===== src/rtl/mc_pkg.sv =====
// mc_pkg
// Shared definitions for the multi-cycle MIPS control unit: state encoding,
// opcode constants, ALU/PC mux select codes, the bundled control-word
// struct and small state classification helpers.
package mc_pkg;

    typedef enum logic [3:0] {
        ST_IDLE     = 4'd0,
        ST_FETCH    = 4'd1,
        ST_DECODE   = 4'd2,
        ST_MEM_ADDR = 4'd3,
        ST_MEM_RD   = 4'd4,
        ST_MEM_WB   = 4'd5,
        ST_MEM_WR   = 4'd6,
        ST_R_EXEC   = 4'd7,
        ST_R_WB     = 4'd8,
        ST_BRANCH   = 4'd9,
        ST_JUMP     = 4'd10,
        ST_I_EXEC   = 4'd11,
        ST_I_WB     = 4'd12,
        ST_FAULT    = 4'd15
    } state_t;

    localparam logic [5:0] OP_RTYPE = 6'b000000;
    localparam logic [5:0] OP_LW    = 6'b100011;
    localparam logic [5:0] OP_SW    = 6'b101011;
    localparam logic [5:0] OP_BEQ   = 6'b000100;
    localparam logic [5:0] OP_J     = 6'b000010;
    localparam logic [5:0] OP_ADDI  = 6'b001000;

    localparam logic [1:0] ALU_OP_ADD   = 2'b00;
    localparam logic [1:0] ALU_OP_SUB   = 2'b01;
    localparam logic [1:0] ALU_OP_FUNCT = 2'b10;

    localparam logic [1:0] PC_SRC_ALU    = 2'b00;
    localparam logic [1:0] PC_SRC_ALUOUT = 2'b01;
    localparam logic [1:0] PC_SRC_JUMP   = 2'b10;

    localparam logic [1:0] SRC_B_REG       = 2'b00;
    localparam logic [1:0] SRC_B_FOUR      = 2'b01;
    localparam logic [1:0] SRC_B_IMM       = 2'b10;
    localparam logic [1:0] SRC_B_IMM_SHIFT = 2'b11;

    typedef struct packed {
        logic       pc_write;
        logic       pc_write_cond;
        logic       ir_write;
        logic       iord;
        logic       mem_req;
        logic       mem_we;
        logic       reg_write;
        logic       reg_dst;
        logic       mem_to_reg;
        logic       alu_src_a;
        logic [1:0] alu_src_b;
        logic [1:0] alu_op;
        logic [1:0] pc_source;
    } ctrl_t;

    // States that sit waiting on the memory handshake and are timed.
    function automatic logic is_wait_state(input state_t s);
        return (s == ST_FETCH) || (s == ST_MEM_RD) || (s == ST_MEM_WR);
    endfunction

    // Last state of every instruction; leaving one of these retires it.
    function automatic logic is_completion_state(input state_t s);
        return (s == ST_MEM_WB) || (s == ST_MEM_WR) || (s == ST_R_WB) ||
               (s == ST_BRANCH) || (s == ST_JUMP) || (s == ST_I_WB);
    endfunction

endpackage


===== src/rtl/mc_wait_timer.sv =====
// mc_wait_timer
// Counts consecutive stalled cycles spent in a memory-wait state and flags
// the cycle on which the stall budget runs out.
// Ports:
//   clk     - clock
//   reset   - synchronous active-high reset
//   clear   - restart the count (the controller is changing state)
//   stall   - this cycle is a stalled wait cycle
//   timeout - this stalled cycle is the last one allowed
module mc_wait_timer #(
    parameter int TIMEOUT = 15
) (
    input  logic clk,
    input  logic reset,
    input  logic clear,
    input  logic stall,
    output logic timeout
);

    localparam int LIMIT = (TIMEOUT < 1) ? 1 : TIMEOUT;
    localparam int W     = $clog2(LIMIT + 1);

    logic [W-1:0] wait_cnt;

    // The count restarts on every state change, so it always measures how
    // long the current wait state has been stalling; it only advances on
    // stalled cycles so a frozen controller freezes the count as well.
    always_ff @(posedge clk) begin
        if (reset) begin
            wait_cnt <= '0;
        end else if (clear) begin
            wait_cnt <= '0;
        end else if (stall) begin
            wait_cnt <= wait_cnt + 1'b1;
        end
    end

    // The LIMIT-th stalled cycle is the one that gives up.
    assign timeout = stall && (wait_cnt == W'(LIMIT - 1));

endmodule


===== src/rtl/multicycle_ctrl.sv =====
// multicycle_ctrl
// Control FSM for a multi-cycle MIPS subset (R-type, lw, sw, beq, j, addi)
// with a memory handshake, stall timeout, sticky fault/illegal flags and
// cycle/instruction counters.
// Ports:
//   SYS_clk, SYS_reset      - clock, synchronous active-high reset
//   run_en                  - advance enable; 0 freezes the controller
//   OpCode                  - instruction[31:26] from the instruction register
//   zero                    - ALU zero flag (combined with pc_write_cond in the datapath)
//   mem_ready               - memory handshake complete
//   pc_write .. pc_source   - datapath control word for the current state
//   state_out               - encoded current state
//   fault, illegal          - sticky memory-timeout and bad-opcode flags
//   cycle_count, instr_count - free-running activity counters
module multicycle_ctrl
    import mc_pkg::*;
#(
    parameter int CNT_W       = 32,
    parameter int MEM_TIMEOUT = 15,
    parameter bit EN_ADDI     = 1'b1
) (
    input  logic             SYS_clk,
    input  logic             SYS_reset,
    input  logic             run_en,
    input  logic [5:0]       OpCode,
    input  logic             zero,
    input  logic             mem_ready,
    output logic             pc_write,
    output logic             pc_write_cond,
    output logic             ir_write,
    output logic             iord,
    output logic             mem_req,
    output logic             mem_we,
    output logic             reg_write,
    output logic             reg_dst,
    output logic             mem_to_reg,
    output logic             alu_src_a,
    output logic [1:0]       alu_src_b,
    output logic [1:0]       alu_op,
    output logic [1:0]       pc_source,
    output logic [3:0]       state_out,
    output logic             fault,
    output logic             illegal,
    output logic [CNT_W-1:0] cycle_count,
    output logic [CNT_W-1:0] instr_count
);

    state_t state;
    state_t state_next;
    ctrl_t  ctrl;
    logic   illegal_hit;
    logic   timeout;
    logic   wait_stall;
    logic   timer_clear;
    logic   unused_zero;

    assign unused_zero = zero;

    assign wait_stall  = run_en && is_wait_state(state) && !mem_ready;
    assign timer_clear = run_en && (state_next != state);

    mc_wait_timer #(
        .TIMEOUT (MEM_TIMEOUT)
    ) u_wait_timer (
        .clk     (SYS_clk),
        .reset   (SYS_reset),
        .clear   (timer_clear),
        .stall   (wait_stall),
        .timeout (timeout)
    );

    // Next-state selection. Nothing moves while run_en is low. Wait states
    // leave on mem_ready or fall into FAULT when the timer expires; decode
    // steers by opcode and any unsupported opcode lands in FAULT with the
    // illegal flag. MEM_ADDR re-reads the opcode (still held in the IR) to
    // pick the read or write path.
    always_comb begin
        state_next  = state;
        illegal_hit = 1'b0;
        if (run_en) begin
            case (state)
                ST_IDLE:   state_next = ST_FETCH;
                ST_FETCH: begin
                    if (mem_ready)    state_next = ST_DECODE;
                    else if (timeout) state_next = ST_FAULT;
                end
                ST_DECODE: begin
                    case (OpCode)
                        OP_RTYPE:     state_next = ST_R_EXEC;
                        OP_LW, OP_SW: state_next = ST_MEM_ADDR;
                        OP_BEQ:       state_next = ST_BRANCH;
                        OP_J:         state_next = ST_JUMP;
                        OP_ADDI: begin
                            if (EN_ADDI) begin
                                state_next = ST_I_EXEC;
                            end else begin
                                state_next  = ST_FAULT;
                                illegal_hit = 1'b1;
                            end
                        end
                        default: begin
                            state_next  = ST_FAULT;
                            illegal_hit = 1'b1;
                        end
                    endcase
                end
                ST_MEM_ADDR: begin
                    if (OpCode == OP_LW) begin
                        state_next = ST_MEM_RD;
                    end else if (OpCode == OP_SW) begin
                        state_next = ST_MEM_WR;
                    end else begin
                        state_next  = ST_FAULT;
                        illegal_hit = 1'b1;
                    end
                end
                ST_MEM_RD: begin
                    if (mem_ready)    state_next = ST_MEM_WB;
                    else if (timeout) state_next = ST_FAULT;
                end
                ST_MEM_WR: begin
                    if (mem_ready)    state_next = ST_FETCH;
                    else if (timeout) state_next = ST_FAULT;
                end
                ST_MEM_WB: state_next = ST_FETCH;
                ST_R_EXEC: state_next = ST_R_WB;
                ST_R_WB:   state_next = ST_FETCH;
                ST_BRANCH: state_next = ST_FETCH;
                ST_JUMP:   state_next = ST_FETCH;
                ST_I_EXEC: state_next = ST_I_WB;
                ST_I_WB:   state_next = ST_FETCH;
                ST_FAULT:  state_next = ST_FAULT;
                default:   state_next = ST_FAULT;
            endcase
        end
    end

    // State register, sticky flags and counters. Reset wins over everything.
    // An instruction retires when a completion state hands back to FETCH;
    // cycles are counted only while the machine is actually running a
    // program (not idle, not dead in FAULT).
    always_ff @(posedge SYS_clk) begin
        if (SYS_reset) begin
            state       <= ST_IDLE;
            fault       <= 1'b0;
            illegal     <= 1'b0;
            cycle_count <= '0;
            instr_count <= '0;
        end else if (run_en) begin
            state <= state_next;
            if (timeout) begin
                fault <= 1'b1;
            end
            if (illegal_hit) begin
                illegal <= 1'b1;
            end
            if ((state != ST_IDLE) && (state != ST_FAULT)) begin
                cycle_count <= cycle_count + 1'b1;
            end
            if ((state_next == ST_FETCH) && is_completion_state(state)) begin
                instr_count <= instr_count + 1'b1;
            end
        end
    end

    // Moore control word per state. The only exception is FETCH, where the
    // IR and PC update strobes wait for mem_ready so the fetched word is
    // captured exactly once. With run_en low every write strobe is killed
    // while selects and mem_req keep their state value.
    always_comb begin
        ctrl = '0;
        case (state)
            ST_FETCH: begin
                ctrl.mem_req   = 1'b1;
                ctrl.alu_src_b = SRC_B_FOUR;
                ctrl.alu_op    = ALU_OP_ADD;
                ctrl.pc_source = PC_SRC_ALU;
                ctrl.ir_write  = mem_ready;
                ctrl.pc_write  = mem_ready;
            end
            ST_DECODE: begin
                ctrl.alu_src_b = SRC_B_IMM_SHIFT;
                ctrl.alu_op    = ALU_OP_ADD;
            end
            ST_MEM_ADDR, ST_I_EXEC: begin
                ctrl.alu_src_a = 1'b1;
                ctrl.alu_src_b = SRC_B_IMM;
                ctrl.alu_op    = ALU_OP_ADD;
            end
            ST_MEM_RD: begin
                ctrl.mem_req = 1'b1;
                ctrl.iord    = 1'b1;
            end
            ST_MEM_WB: begin
                ctrl.reg_write  = 1'b1;
                ctrl.mem_to_reg = 1'b1;
            end
            ST_MEM_WR: begin
                ctrl.mem_req = 1'b1;
                ctrl.mem_we  = 1'b1;
                ctrl.iord    = 1'b1;
            end
            ST_R_EXEC: begin
                ctrl.alu_src_a = 1'b1;
                ctrl.alu_src_b = SRC_B_REG;
                ctrl.alu_op    = ALU_OP_FUNCT;
            end
            ST_R_WB: begin
                ctrl.reg_write = 1'b1;
                ctrl.reg_dst   = 1'b1;
            end
            ST_I_WB: begin
                ctrl.reg_write = 1'b1;
            end
            ST_BRANCH: begin
                ctrl.alu_src_a     = 1'b1;
                ctrl.alu_src_b     = SRC_B_REG;
                ctrl.alu_op        = ALU_OP_SUB;
                ctrl.pc_write_cond = 1'b1;
                ctrl.pc_source     = PC_SRC_ALUOUT;
            end
            ST_JUMP: begin
                ctrl.pc_write  = 1'b1;
                ctrl.pc_source = PC_SRC_JUMP;
            end
            default: ctrl = '0;
        endcase
        if (!run_en) begin
            ctrl.pc_write      = 1'b0;
            ctrl.pc_write_cond = 1'b0;
            ctrl.ir_write      = 1'b0;
            ctrl.reg_write     = 1'b0;
            ctrl.mem_we        = 1'b0;
        end
    end

    assign pc_write      = ctrl.pc_write;
    assign pc_write_cond = ctrl.pc_write_cond;
    assign ir_write      = ctrl.ir_write;
    assign iord          = ctrl.iord;
    assign mem_req       = ctrl.mem_req;
    assign mem_we        = ctrl.mem_we;
    assign reg_write     = ctrl.reg_write;
    assign reg_dst       = ctrl.reg_dst;
    assign mem_to_reg    = ctrl.mem_to_reg;
    assign alu_src_a     = ctrl.alu_src_a;
    assign alu_src_b     = ctrl.alu_src_b;
    assign alu_op        = ctrl.alu_op;
    assign pc_source     = ctrl.pc_source;
    assign state_out     = state;

endmodule


===== config.mk =====
export PLATFORM = sky130hd
export DESIGN_NAME = multicycle_ctrl
export DESIGN_NICKNAME = d
export VERILOG_FILES = /design/src/rtl/mc_pkg.sv /design/src/rtl/mc_wait_timer.sv /design/src/rtl/multicycle_ctrl.sv
export SDC_FILE = /design/constraint.sdc
export NUM_CORES = 1
export LEC_CHECK = 0
export BUFFER_PORTS_ARGS = -buffer_cell sky130_fd_sc_hd__clkbuf_2
export CORE_ASPECT_RATIO = 0.6
export CORE_UTILIZATION = 50
export CTS_CLUSTER_DIAMETER = 120
export DETAILED_ROUTE_END_ITERATION = 12
export PLACE_DENSITY = 0.76
export SYNTH_ARGS = -nofsm -noshare
export SYNTH_HDL_FRONTEND = slang
export SYNTH_HIERARCHICAL = 1
export SYNTH_SLANG_ARGS = --single-unit

===== constraint.sdc =====
create_clock -name SYS_clk -period 6.4 [get_ports SYS_clk]
set_clock_uncertainty 0.2 [all_clocks]
set_input_delay 0.64 -clock SYS_clk [delete_from_list [all_inputs] [get_ports SYS_clk]]
set_output_delay 0.64 -clock SYS_clk [all_outputs]
set_load 0.005 [all_outputs]

### Yosys cells after proc, flatten, opt, wreduce, memory -nomap -nowiden

Cells that the tools add are included.

| operators by class | value |
|---|---|
| $add $sub $neg | 3 |
| div/mod/pow operators | 0 |
| shift operators | 0 |
| multipliers | 0 |
| eq/ne operators | 21 |
| bitwise logic cells | 0 |
| mux-type cells | 28 |
| reductions and logical operators | 30 |
| $lt $le $gt $ge | 0 |

Operator list:

| kind | number |
|---|---|
| 32-bit by 1-bit adder with 32-bit output, second input constant | 2 |
| 4-bit one-hot mux with 5 select lines | 2 |
| 4-bit one-hot mux with 8 select lines | 1 |
| 4-bit two-way mux | 7 |
| 4-bit equality test, second input constant | 6 |
| 4-bit by 3-bit equality test with 1-bit output, second input constant | 4 |
| 1-bit two-way mux | 13 |
| 6-bit equality test, second input constant | 2 |
| 6-bit OR reduction | 2 |
| 4-bit by 1-bit equality test with 1-bit output, second input constant | 2 |
| 4-bit by 2-bit equality test with 1-bit output, second input constant | 2 |
| 2-bit AND reduction | 4 |
| 2-bit OR reduction | 4 |
| 1-bit logical OR | 7 |
| 6-bit by 2-bit equality test with 1-bit output, second input constant | 1 |
| 6-bit by 3-bit equality test with 1-bit output, second input constant | 1 |
| 6-bit by 4-bit equality test with 1-bit output, second input constant | 1 |
| 1-bit logical AND | 6 |
| 6-bit logical NOT | 1 |
| 3-bit OR reduction | 2 |
| 4-bit by 1-bit adder with 4-bit output, second input constant | 1 |
| 4-bit logical NOT | 1 |
| 4-bit inequality test | 1 |
| 4-bit inequality test, second input constant | 1 |
| other kinds (7) | 8 |

| word-level totals | value |
|---|---|
| latch bits | 0 |
| word-level logic and storage cells | 88 |
| memories kept | 0 |
| register bits | 74 |
| memory bits (writable) | 0 |
| bits of input ports | 11 |
| memory bits (read-only) | 0 |
| output and inout bits | 86 |

### Logic depth before layout (Yosys ltp)

| logic depth | value |
|---|---|
| depth after elaboration | 13 |
| mapped depth | 15 |
| depth with buffers taken out | 12 |

### By module

The synthesis kept the hierarchy.

By module, submodules not included:

| module | cells each | times used | area each (um2) | seq. area each (um2) |
|---|---|---|---|---|
| multicycle_ctrl | 470 | 1 | 3723.6 | 1401.3 |
| mc_wait_timer | 19 | 1 | 200.2 | 80.1 |

### Worst setup path before layout

Ideal clock, no wire load.

| timing | value |
|---|---|
| path type | reg-to-reg |
| from | register state[0], in the netlist state_out[0] |
| to | register u_wait_timer.wait_cnt[1] |
| arrival | 3408 ps |
| buffers on the path | 2 |
| clock period less this slack | 3723 ps |
| library setup time | 115 ps |
| slack | 2677 ps |
| data required time | 6085 ps |
| cell stages (with the launch flop) | 12 |
| path through | dfxtp_1 > buf_2 > buf_1 > a21oi_1 > nor3_1 > and4_2 > nor3b_1 > o311ai_0 > mux2i_1 > o21ai_0 > o31a_1 > a2111oi_0 |

| on the way | value |
|---|---|
| longest elaborated chain between the ends | 13 |
| elaborated cells between the ends (all ways) | 28 |
| those cells by class | eq/ne (13); mux (6); reduce/logical (9) |

Ends and longest elaborated chain:

| item | line | RTL |
|---|---|---|
| from (decl) | multicycle_ctrl.sv:48 | `state_t state;` |
| from (signal assigned) | multicycle_ctrl.sv:150 | `state <= state_next;` |
| 4-bit by 1-bit equality test with 1-bit output or 4-bit by 3-bit equality test with 1-bit output (tied branches) | mc_pkg.sv:62 | `return (s == ST_FETCH) \|\| (s == ST_MEM_RD) \|\| (s == ST_MEM_WR);` |
| 1-bit logical OR | mc_pkg.sv:62 |  |
| 1-bit logical OR * | mc_pkg.sv:62 |  |
| 1-bit logical AND * (2 in series) | multicycle_ctrl.sv:59 | `assign wait_stall = run_en && is_wait_state(state) && !mem_ready;` |
| via wait_stall | multicycle_ctrl.sv:53 | `logic wait_stall;` |
| 1-bit logical AND * | mc_wait_timer.sv:39 | `assign timeout = stall && (wait_cnt == W'(LIMIT - 1));` |
| via timeout | multicycle_ctrl.sv:52 | `logic timeout;` |
| 4-bit two-way mux * | multicycle_ctrl.sv:85, multicycle_ctrl.sv:119, multicycle_ctrl.sv:123 |  |
| 4-bit two-way mux (on tied branches) | multicycle_ctrl.sv:122, multicycle_ctrl.sv:84, multicycle_ctrl.sv:118 |  |
| 4-bit one-hot mux with 8 select lines * | multicycle_ctrl.sv:81 | `case (state)` |
| 4-bit two-way mux * | multicycle_ctrl.sv:80 | `if (run_en) begin` |
| 4-bit inequality test * | multicycle_ctrl.sv:60 | `assign timer_clear = run_en && (state_next != state);` |
| 1-bit logical AND * | multicycle_ctrl.sv:60 |  |
| via timer_clear | multicycle_ctrl.sv:54 | `logic timer_clear;` |
| 2-bit OR reduction (no source line) * | -- |  |
| to (signal assigned) | mc_wait_timer.sv:34 | `wait_cnt <= wait_cnt + 1'b1;` |
| to (decl) | mc_wait_timer.sv:23 | `logic [W-1:0] wait_cnt;` |

Mark *: on every way through the listed nets, which the timed path passes. The rest lies on a longest branch.
A chain may end at the register's enable or synchronous reset.

### Final worst setup path

| timing | value |
|---|---|
| from | register state[2], in the netlist state_out[2] |
| to | register u_wait_timer.wait_cnt[1] |

The elaborated chain is that of the path after synthesis.

==> results.toml <==
[cts]
cts_buffers = 9
cts_tree = "done"
cts-resized-gates = 0
clock_sinks = 74
cts_root_buffer = "clkbuf_16"
htreeDepth = 3
postCtsHoldBufs = 0
clockBufferDepth = 2
clk_pin_slew_ns = 0.06
post-cts-setup-buffers = 0
clock_latency_ns = 0.32

[global_routing]
grt_first_pass_wirelength_um = 16000
grt_start_max_net_pins = 77
grtUsageTotal = 0.244
grt_pass1_vias = 3290
antenna_found_initial = 0
grt_overflow_total = 0

[finish]
syn_to_final_growth_pct = 19.0
final_common_cell = "clkbuf_2"
fin_util = 0.629
antenna_cells = 0
most-common-layout-cells = "95 x clkbuf_2, 74 x dfxtp_1, 65 x nor2_1"
drive_gt1_frac = 0.206
final_nets = 584

[floorplan]
die-area_um2 = 8220
rows = 24
fp.dieH_um = 70.6
ioPinCount = 97
start_util = 0.529
coreArea_um2 = 7420
die_x_um = 116

[worst_setup_path]
worstPathCellList = "nor2b_1 -> a21oi_1 -> nor3_1 -> and4_2 -> nor3b_1 -> o311ai_0 -> mux2i_1 -> o21ai_0 -> o31a_1 -> a2111oi_0"
slowest_delay_ns = 0.79
cpMaxStageDelayCell = "dfxtp_1"
arrival_ns = 4.36
r2r-start = "state_out[2]"
crit_path_end_kind = "flip-flop"
critPathTopFamily = "compound AO/OA/AOI/OAI gates"
crit_type = "reg -> reg"
ff2ff_setup_slack_ns = 2.04
worstPathMaxFanout = 22
r2r_end = "u_wait_timer/wait_cnt[1]"
required_ns = 6.41
startpoint = "state_out[2]"
timing.critical_path.from_type = "flip-flop"
r2r.worst_path.cells = 10
cp_num_buf_inv = 0

[logic_synthesis]
syn_nets = 504
syn_inst = 489
yosysSeqAreaShare = 0.378
synth_edf_count = 0
yosysWarnings = 6
async_reset_ff_frac = 0
syn-cell-area_um2 = 3920
avgSynthCellArea_um2 = 8.02
ys_ff_latch = 74
ys.flop_type = "dfxtp_1"
synth.distinct_cells = 56

[sta]
drv_slew = 0
rsz0062_at_grt = "no"
finalHoldViolations = 0
fin_setup_tns_ns = 0
period_share = 0.681
fmax_mhz = 229
tightestPinTransition_ns = 1.25
finalCriticalPeriod_ns = 4.36
relSlewSlack = 0.156
finalSetupViolations = 0

[pwr]
switchingPower_w = 0.000246
vdd_ir_drop_max_uv = 178
clock_power_share = 0.436
switching_share = 0.243
p_int_w = 0.000766
p_leak_nw = 1.79
power.density_nw_per_um2 = 217
pwr-share-comb = 0.087
p_seq_frac = 0.477

[detailed_routing]
dr.pass1.iters = 5
wl_met1_um = 4780
via_per_inst = 5.79
wire_per_inst_um = 14.4
ant_nets = 0
top_layer = "met4"
wl_met3_um = 600
dr.first_iter.drc_count = 239
drc = 0
met2_length_um = 4210
finalWirelength_um = 9710
vias = 3911

[hold_path]
hold_end = "illegal"
hp-start = "illegal"
worstHoldPathType = "reg -> reg"
hold_depth = 2

[place]
io_buffer_count = 95
dpl.hpwl_um = 6980
gp_congestion = 0.860

[flow_run]
maxCapViolations = 0

[outcome]
status = "complete, no violations"
power groups by stage:
| stage | clock [W] | combinational, W | sequential, W |
|---|---|---|---|
| after floorplan | 0 | 0.0000727 | 0.000480 |
| after global placement | 0 | 0.0000843 | 0.000492 |
| after detailed placement | 0 | 0.0000868 | 0.000492 |
| after CTS | 0.000455 | 0.0000873 | 0.000482 |
| after global routing | 0.000475 | 0.0000977 | 0.000483 |
| final | 0.000442 | 0.0000882 | 0.000482 |
stage by stage:
stage | instance area [um2] | cells | worst slack (ns) | hold WS (ns) | power, W
floorplan | 3920 | 489 | 2.68 | 0.242 | 0.000553
global placement | 4410 | 662 | 2.24 | 0.242 | 0.000576
detailed placement | 4410 | 662 | 2.11 | 0.255 | 0.000578
CTS | 4670 | 676 | 2.08 | 0.262 | 0.00102
global route | 4670 | 676 | 1.73 | 0.284 | 0.00106
finish | 4670 | 676 | 2.04 | 0.259 | 0.00101
sequential cells by signal (all words and copies together), names as in the netlist:
register / flops
instr_count: 32
state_out: 4
illegal: 1
u_wait_timer/wait_cnt: 4
fault: 1
cycle_count: 32
cell type report:
cell class                      count  area, um2
Clock buffer                       10        239
Inverter                           11       41.3
Tap cell                          104        130
Timing Repair Buffer               96        483
Clock inverter                      4       20.0
Multi-Input combinational cell    377       2270
Fill cell                         662       2750
Sequential cell                    74       1480
logic make-up (layout without fill, tap and decap cells):
| family | after synthesis | after routing | synth area share |
|---|---|---|---|
| flip-flops | 74 | 74 | 0.378 |
| adder cells (fa/ha/maj) | 4 | 4 | 0.0128 |
| XOR/XNOR | 41 | 41 | 0.0915 |
| buffers and inverters | 38 | 121 | 0.0430 |
| AND/OR/NAND/NOR | 237 | 237 | 0.320 |
| multiplexers | 5 | 5 | 0.0131 |
| AO/OA/AOI/OAI | 90 | 90 | 0.143 |
worst min-delay path: stages (launching register included):
cell     delay, ns
dfxtp_1       0.31
inv_1         0.05
a21oi_1       0.05
cell usage after synthesis, types with 3 or more instances:
master | n | share of area
a21oi_1 | 32 | 0.041
nor3_1 | 15 | 0.019
o31ai_1 | 5 | 0.0096
a21o_1 | 3 | 0.0057
nor2b_1 | 3 | 0.0048
nand4_1 | 22 | 0.035
nand3_1 | 25 | 0.032
and3_1 | 7 | 0.011
o21ai_0 | 24 | 0.031
o21a_1 | 3 | 0.0057
xor2_1 | 26 | 0.058
nor3b_1 | 5 | 0.0096
and2_1 | 6 | 0.0096
buf_2 | 9 | 0.011
buf_1 | 4 | 0.0038
nor4b_1 | 3 | 0.0067
or3_1 | 23 | 0.037
nand2b_1 | 6 | 0.0096
inv_1 | 11 | 0.011
dfxtp_1 | 74 | 0.38
xnor2_1 | 15 | 0.033
mux2i_1 | 4 | 0.010
clkbuf_1 | 12 | 0.011
nor2_1 | 65 | 0.062
o211ai_1 | 3 | 0.0057
ha_1 | 4 | 0.013
nand2_1 | 28 | 0.027
nor4_1 | 10 | 0.016
and4_1 | 6 | 0.013
or4_1 | 5 | 0.0096
routing by layer:
layer / up-vias / GRT usage
li1: 1917 / -
met3: 17 / 0.0583
met2: 135 / 0.352
met5: - / 0
met1: 1842 / 0.358
met4: 0 / 0.0726
how the worst max path moves through the flow:
| stage | depth (start not counted) | end |
|---|---|---|
| floorplan | 11 | u_wait_timer/wait_cnt[1] |
| CTS | 10 | u_wait_timer/wait_cnt[1] |
| global placement | 10 | u_wait_timer/wait_cnt[1] |
| finish | 10 | u_wait_timer/wait_cnt[1] |
| detailed placement | 10 | u_wait_timer/wait_cnt[1] |
| global route | 10 | u_wait_timer/wait_cnt[1] |
No activity file was read; power rests on OpenSTA's default activity.
